<file path="src/rtl/pipe_hazard_ctrl.sv">
// pipe_hazard_ctrl
// Hazard and forwarding controller for the 4-stage MIPS pipeline (ID, EX, MEM, WB).
// It tracks destination-register metadata for the EX, MEM and WB stages and
// registers the forwarding selects used by the EX operand muxes. It stalls the
// front end on a load-use hazard and while a multi-cycle multiply occupies EX.
//
// Ports
//   clk          system clock
//   rst          asynchronous active-low reset
//   id_*         decoded metadata of the instruction currently in ID
//   flush        kill the instruction leaving ID (control-flow redirect)
//   wb_data      value on the write-back bus this cycle
//   stall        freeze PC, IF and ID (combinational)
//   ex_hold      freeze the EX input registers (combinational)
//   ex_fwd_a_sel EX operand A select: 0 RF, 1 d_mem, 2 write_back, 3 hold_data
//   ex_fwd_b_sel same encoding for operand B
//   hold_data    captured write-back value used by select 3
//   stage_valid  {ex, mem, wb} valid bits
module pipe_hazard_ctrl #(
   parameter int REG_W      = 5,
   parameter int DATA_W     = 32,
   parameter int MUL_CYCLES = 2
) (
   input  logic              clk,
   input  logic              rst,
   input  logic              id_valid,
   input  logic [REG_W-1:0]  id_a_reg,
   input  logic [REG_W-1:0]  id_b_reg,
   input  logic              id_uses_a,
   input  logic              id_uses_b,
   input  logic              id_wb_en,
   input  logic [REG_W-1:0]  id_wb_reg,
   input  logic              id_is_load,
   input  logic              id_is_mul,
   input  logic              flush,
   input  logic [DATA_W-1:0] wb_data,
   output logic              stall,
   output logic              ex_hold,
   output logic [1:0]        ex_fwd_a_sel,
   output logic [1:0]        ex_fwd_b_sel,
   output logic [DATA_W-1:0] hold_data,
   output logic [2:0]        stage_valid
);

   localparam logic [3:0] MUL_LOAD = 4'(MUL_CYCLES - 1);

   // A producer in a stage matches a consumer source when it really writes
   // back to that register, the source is actually read, and it is not r0.
   function automatic logic src_match(input logic vld, input logic wb_en,
                                      input logic [REG_W-1:0] rd,
                                      input logic [REG_W-1:0] src,
                                      input logic uses);
      return vld && wb_en && uses && (src != '0) && (rd == src);
   endfunction

   // Youngest producer wins: EX result sits in d_mem next cycle, MEM result
   // is on write_back next cycle, WB result is only visible through hold_data.
   function automatic logic [1:0] fwd_sel(input logic live, input logic m_ex,
                                          input logic m_mem, input logic m_wb);
      if (!live)      return 2'd0;
      else if (m_ex)  return 2'd1;
      else if (m_mem) return 2'd2;
      else if (m_wb)  return 2'd3;
      else            return 2'd0;
   endfunction

   logic             vld_p0, wb_en_p0, is_load_p0;
   logic [REG_W-1:0] wb_reg_p0;
   logic             vld_p1, wb_en_p1;
   logic [REG_W-1:0] wb_reg_p1;
   logic             vld_p2, wb_en_p2;
   logic [REG_W-1:0] wb_reg_p2;
   logic [3:0]       mul_cnt;
   logic             flush_pend;

   logic       mul_busy, flush_eff, id_live, load_use;
   logic       a_ex, a_mem, a_wb, b_ex, b_mem, b_wb;
   logic [1:0] sel_a_nxt, sel_b_nxt;

   always_comb begin
      mul_busy  = (mul_cnt != 4'd0);
      // A flush seen while the multiply holds ID is remembered and applied
      // when that instruction finally advances.
      flush_eff = flush | flush_pend;
      id_live   = id_valid & ~flush_eff;
      a_ex  = src_match(vld_p0, wb_en_p0, wb_reg_p0, id_a_reg, id_uses_a);
      a_mem = src_match(vld_p1, wb_en_p1, wb_reg_p1, id_a_reg, id_uses_a);
      a_wb  = src_match(vld_p2, wb_en_p2, wb_reg_p2, id_a_reg, id_uses_a);
      b_ex  = src_match(vld_p0, wb_en_p0, wb_reg_p0, id_b_reg, id_uses_b);
      b_mem = src_match(vld_p1, wb_en_p1, wb_reg_p1, id_b_reg, id_uses_b);
      b_wb  = src_match(vld_p2, wb_en_p2, wb_reg_p2, id_b_reg, id_uses_b);
      load_use  = id_live & is_load_p0 & (a_ex | b_ex);
      sel_a_nxt = fwd_sel(id_live, a_ex, a_mem, a_wb);
      sel_b_nxt = fwd_sel(id_live, b_ex, b_mem, b_wb);
      stall     = mul_busy | load_use;
      ex_hold   = mul_busy;
   end

   assign stage_valid = {vld_p0, vld_p1, vld_p2};

   always_ff @(posedge clk or negedge rst) begin
      if (!rst) begin
         vld_p0       <= 1'b0;
         wb_en_p0     <= 1'b0;
         wb_reg_p0    <= '0;
         is_load_p0   <= 1'b0;
         vld_p1       <= 1'b0;
         wb_en_p1     <= 1'b0;
         wb_reg_p1    <= '0;
         vld_p2       <= 1'b0;
         wb_en_p2     <= 1'b0;
         wb_reg_p2    <= '0;
         mul_cnt      <= 4'd0;
         flush_pend   <= 1'b0;
         ex_fwd_a_sel <= 2'd0;
         ex_fwd_b_sel <= 2'd0;
         hold_data    <= '0;
      end else begin
         // MEM -> WB always advances
         vld_p2    <= vld_p1;
         wb_en_p2  <= wb_en_p1;
         wb_reg_p2 <= wb_reg_p1;
         if (mul_busy) begin
            // EX retained by the multiply, MEM receives a bubble
            mul_cnt    <= mul_cnt - 4'd1;
            vld_p1     <= 1'b0;
            flush_pend <= flush_eff;
         end else begin
            flush_pend <= 1'b0;
            // EX -> MEM
            vld_p1    <= vld_p0;
            wb_en_p1  <= wb_en_p0;
            wb_reg_p1 <= wb_reg_p0;
            if (load_use) begin
               vld_p0       <= 1'b0;
               ex_fwd_a_sel <= 2'd0;
               ex_fwd_b_sel <= 2'd0;
            end else begin
               // ID -> EX
               vld_p0       <= id_live;
               wb_en_p0     <= id_wb_en;
               wb_reg_p0    <= id_wb_reg;
               is_load_p0   <= id_is_load;
               ex_fwd_a_sel <= sel_a_nxt;
               ex_fwd_b_sel <= sel_b_nxt;
               if (sel_a_nxt == 2'd3 || sel_b_nxt == 2'd3)
                  hold_data <= wb_data;
               if (id_live && id_is_mul)
                  mul_cnt <= MUL_LOAD;
            end
         end
      end
   end

endmodule

</file>
<file path="config.mk">
export PLATFORM = sky130hd
export DESIGN_NAME = pipe_hazard_ctrl
export DESIGN_NICKNAME = d
export VERILOG_FILES = /design/src/rtl/pipe_hazard_ctrl.sv
export SDC_FILE = /design/constraint.sdc
export NUM_CORES = 1
export LEC_CHECK = 0
export ABC_CLOCK_PERIOD_IN_PS = 3900
export CORE_MARGIN = 8
export CORE_UTILIZATION = 45
export CTS_BUF_LIST = sky130_fd_sc_hd__clkbuf_16
export DETAILED_ROUTE_END_ITERATION = 6
export GPL_TIMING_DRIVEN = 1
export PLACE_DENSITY = 0.79
export SLEW_MARGIN = 20
export SYNTH_ARGS = -nofsm -noshare
export SYNTH_HDL_FRONTEND = slang
export SYNTH_SLANG_ARGS = --single-unit
</file>
<file path="constraint.sdc">
create_clock -name clk -period 3.9 [get_ports clk]
set_input_delay 1.17 -clock clk [delete_from_list [all_inputs] [get_ports clk]]
set_output_delay 1.17 -clock clk [all_outputs]
set_load 0.1 [all_outputs]
</file>
Word level (Yosys, flattened, before mapping) --
Index checks and enable logic that the tools add are counted.
Storage, ports and cells: flip-flop bits (word level) 63, word-level logic and storage cells 80
Cells by class: mux-type cells 16, reductions and logical operators 30, equality and inequality tests 9, bitwise gates (word level) 9, $add $sub $neg 1
Operators with widths (count):
- $eq A5 B5 Y1 | 6
- $logic_and A1 B1 Y1 | 22
- $mux W2 | 10
- $mux W4 | 3
- $reduce_bool A5 Y1 | 2
- $eq A2 B2 Y1 const B | 2
- $reduce_and A2 Y1 | 2
- $reduce_bool A4 Y1 | 1
- $sub A4 B1 Y4 const B | 1
- $and A1 B1 Y1 | 3
- $mux W1 | 3
- $not A1 Y1 | 3
- $or A1 B1 Y1 | 3
- $reduce_and A3 Y1 | 1
- $ne A2 B2 Y1 const B | 1
- $reduce_bool A2 Y1 | 1
- $logic_or A1 B1 Y1 | 1

Longest topological paths before layout --
depth after elaboration 11, gate-level depth with buffers 7

Worst setup path before layout --
OpenSTA, ideal clock, no wires.
kind input -> output, start point in id_b_reg[0], end point out stall, required time 2.730 ns, arrival 2.688 ns, path slack 0.042 ns, stages 6, path through or4_1 -> o21ai_1 -> nor3_1 -> o21ai_1 -> o21ai_1 -> buf_2
On the way: cells in the longest elaborated chain, start to end 6, elaborated cells between the ends (all ways) 7
Ends and longest elaborated chain:
- from (decl) | line 28 | input logic [REG_W-1:0] id_b_reg,
- $reduce_bool A5 Y1 | line 53 | return vld && wb_en && uses && (src != '0) && (rd == src);
- $logic_and A1 B1 Y1 | line 53
- $logic_and A1 B1 Y1 (*) | line 53
- $or A1 B1 Y1 (*) | line 92 | load_use = id_live & is_load_p0 & (a_ex | b_ex);
- $and A1 B1 Y1 (*) | line 92
- $or A1 B1 Y1 (*) | line 95 | stall = mul_busy | load_use;
- to (decl) | line 37 | output logic stall,
Mark *: on every way between the ends. The rest lies on a longest branch, timed or not.

Final worst setup path --
start point in id_a_reg[4], end point out stall
On the way: cells in the longest elaborated chain, start to end 6, elaborated cells between the ends (all ways) 7
Ends and longest elaborated chain:
- from (decl) | line 27 | input logic [REG_W-1:0] id_a_reg,
- $reduce_bool A5 Y1 | line 53
- $logic_and A1 B1 Y1 | line 53
- $logic_and A1 B1 Y1 (*) | line 53
- $or A1 B1 Y1 (*) | line 92
- $and A1 B1 Y1 (*) | line 92
- $or A1 B1 Y1 (*) | line 95
Marks and branches as above.

==> impl_metrics.csv <==
group,metric,value,unit
routing,wl_per_cell,17.7,um
pwr,ir_drop,405,uV
sta,hold_viol,0,
final_layout,num_antenna_cells,0,
logic_synthesis,synth_area,0.00287,mm2
cts,clock_sinks,63,
logic_synthesis,synth_fa_ha_area_share,0,%
logic_synthesis,postSynthCellCount,219,
floorplanning,num_rows,29,
cts,clock_path_buffers,2,
global_route,grt_pass1_wl,12.0,mm
critical_path,critical_path.endpoint_type,"output pin",
logic_synthesis,synthXorXnorAreaFrac,9.15,%
placement,dp_hpwl,5.81,mm
routing,drt-initial-drc-count,63,
status,outcome,"complete, no violations",
sta,setup_violations,0,
routing,drc,0,
logic_synthesis,synth-simple-area-share,10.4,%
routing,drt.antenna.violating_nets,0,
floorplanning,io-pin-count,97,
logic_synthesis,syn_nets,275,
placement,dp.cells,407,
final_layout,syn_to_final_growth,51.7,%
critical_path,reg2reg_to,"hold_data[31]$_DFFE_PN0P_",
critical_path,r2r-start,"wb_reg_p2[0]$_DFF_PN0_",
critical_path,cp-start-kind,"input pin",
final_layout,nFillCells,462,
global_route,grt_max_degree,50,
floorplanning,die_w,95.9,um
logic_synthesis,synth_seq_cells,63,
sta,period_needed,3.85,ns
logic_synthesis,synth_edf_count,0,
sta,finalCritPeriodShare,98.7,%
floorplanning,die_h,95.9,um
cts,numCtsBuffers,9,
logic_synthesis,synth_top_cells_by_area,"dfrtp_1 55%, mux2_4 16%, xnor2_1 7.9%, nand2_1 3.8%, mux2_2 3.5%",
logic_synthesis,synth_ff_type,"dfrtp_1",
pwr,power_density,570,mW/mm2
global_route,antenna_found_initial,0,
sta,finalMaxSlewViolations,0,
critical_path,crit_arrival,2.68,ns
logic_synthesis,synth_top_cell_area_share,54.9,%
logic_synthesis,synth_most_common_cell,"dfrtp_1",
min_path,hold_class,"flip-flop to flip-flop",
sta,max_freq,0.260,GHz
global_route,grt-ovfl-total,0,
routing,via_count,2104,
critical_path,critPathKind,"input pin to output pin",
routing,via_per_inst,4.96,
critical_path,reg2reg_slack,1.39,ns
cts,cts_hold_buf,0,
final_layout,layout-drive-gt1-share,32.3,%
floorplanning,initial_core_util,45.7,%
logic_synthesis,synth_cell_types,29,
floorplanning,dieArea,0.00919,mm2
final_layout,layout.nets,399,
cts,insertion_delay,0.32,ns
logic_synthesis,synth_top_cells_by_count,"63 x dfrtp_1, 30 x mux2_4, 29 x nand2_1",
critical_path,crit_path_max_fanout,3,
critical_path,worstPathRequired,2.73,ns
min_path,hold_path_startpoint,"wb_en_p1$_DFFE_PN0N_",
pwr,finalPower,2480,uW
pwr,p_leak,0.00210,uW
placement,place.gp.congestion,0.869,
sta,slew_headroom,32.9,%
logic_synthesis,synth_warnings,0,
floorplanning,core,0.00628,mm2
logic_synthesis,ys_async_sr_fraction,100,%
run,cap_viol_max_count,0,
logic_synthesis,synth_top_family_by_area,"multiplexers",
sta,clock_skew,0.00685,ns
min_path,min_path_cells,0,
cts,tritoncts,"done",
global_route,grt_pass1_vias,2405,
routing,routed_wl,7.50,mm
cts,h-tree-depth,3,
final_layout,finalNonFillerCells,424,
logic_synthesis,synth.mux.area_fraction,19.2,%
global_route,grt_usage,17.2,%
routing,dr.pass1.iters,4,
logic_synthesis,synth_area_per_cell,13.1,um2
critical_path,ff2ff_path_depth,7,
cts,clk_pin_slew,0.05,ns
logic_synthesis,synth_compound_area_share,3.49,%
sta,worst_pin_slew,1.00,ns
sta,rsz0062_at_grt,"no",
logic_synthesis,yosysTopAreaCell,"dfrtp_1",
min_path,min_delay_worst_endpoint,"wb_en_p2$_DFF_PN0_",
placement,portBuffers,96,
logic_synthesis,ys_seq_area_share,54.9,%
cts,cts-root-buf,"clkbuf_16",
==> critical path, stage by stage <==
cell and delay, ns:
dlygate4sd2_1 0.27, or4_4 0.56, o21ai_4 0.18, nor3_4 0.07
o21ai_2 0.15, o21ai_2 0.10, buf_12 0.18
==> how the worst max path moves through the flow <==
stage                start  cells past startpoint  endpoint
3_5_place_dp   id_b_reg[2]                      7     stall
5_1_grt        id_b_reg[3]                      7     stall
2_1_floorplan  id_b_reg[0]                      6     stall
3_3_place_gp   id_b_reg[2]                      7     stall
4_1_cts        id_a_reg[4]                      7     stall
6_report       id_a_reg[4]                      7     stall
==> per-layer routing <==
| layer | GRT usage (%) | vias to the layer above | routed length, um |
|---|---|---|---|
| met4 | 7.68 | 0 | 184 |
| met1 | 20.5 | 1011 | 3140 |
| met3 | 5.46 | 13 | 479 |
| met2 | 27.8 | 74 | 3690 |
| met5 | 0 | - | 0 |
| li1 | - | 1006 | - |
==> kinds of logic after synthesis <==
logic type	Yosys count
DFF	63
AOI/OAI and AO/OA	14
xor gates and xnor gates	30
buffers and inverters	12
muxes	39
and+or+nand+nor	61
==> per-stage QoR <==
stage | hold slack (ns) | utilization, % | TNS [ns] | setup WS (ns) | cell area, um2
after global routing | 0.426 | 69.4 | 0 | 0.000355 | 4350
after floorplan | 0.374 | - | 0 | 0.0422 | 2870
after detailed placement | 0.394 | 64.3 | -0.967 | -0.284 | 4040
after global placement | 0.387 | 64.3 | -0.246 | -0.246 | 4040
after CTS | 0.407 | 69.0 | 0 | 0.00481 | 4330
final | 0.404 | 69.4 | 0 | 0.0499 | 4350
==> report_power, final <==
part           leakage (uW)  switching [uW]  total (uW)  internal (uW)
Clock              0.000127             263         680            417
Combinational       0.00114             537         873            336
Sequential         0.000835             147         930            783
Total               0.00210             947        2480           1540
==> registers in the layout, indices dropped and copies added (netlist names) <==
signal        cells
vld_p0            1
wb_reg_p2         5
vld_p1            1
ex_fwd_b_sel      2
wb_en_p0          1
ex_fwd_a_sel      2
is_load_p0        1
wb_en_p1          1
wb_en_p2          1
wb_reg_p1         5
mul_cnt           4
hold_data        32
vld_p2            1
wb_reg_p0         5
flush_pend        1
==> cells in the final DEF, fill, tap and decap left out, types with 3 or more instances in the layout <==
| cell type | instances |
|---|---|
| buf_12 | 3 |
| buf_4 | 44 |
| clkbuf_16 | 9 |
| clkdlybuf4s50_1 | 64 |
| dfrtp_1 | 63 |
| dlygate4sd2_1 | 6 |
| inv_1 | 5 |
| mux2_2 | 9 |
| mux2_4 | 30 |
| nand2_1 | 29 |
| nand3_1 | 3 |
| nand4_1 | 7 |
| nor2_1 | 9 |
| nor4_2 | 3 |
| o21ai_0 | 3 |
| xnor2_1 | 26 |
| xor2_1 | 4 |
==> layout make-up <==
type | instances | area, um2 | area share, %
inverters | 3 | 11.3 | 0.259
clock buffers | 9 | 225 | 5.17
flip-flops and latches | 63 | 1580 | 36.2
well taps | 77 | 96.3 | 2.21
repair buffers | 122 | 1130 | 25.9
multi-input cells | 144 | 1290 | 29.6
clock inverters | 6 | 31.3 | 0.718
==> what timing repair did <==
action | in CTS | in global routing
buffers inserted | 1 | 1
pin swaps | 5 | 7
endpoints found under the setup margin | 1 | 1
resized for setup | 18 | 7
Power figures use the tool's default switching activity.
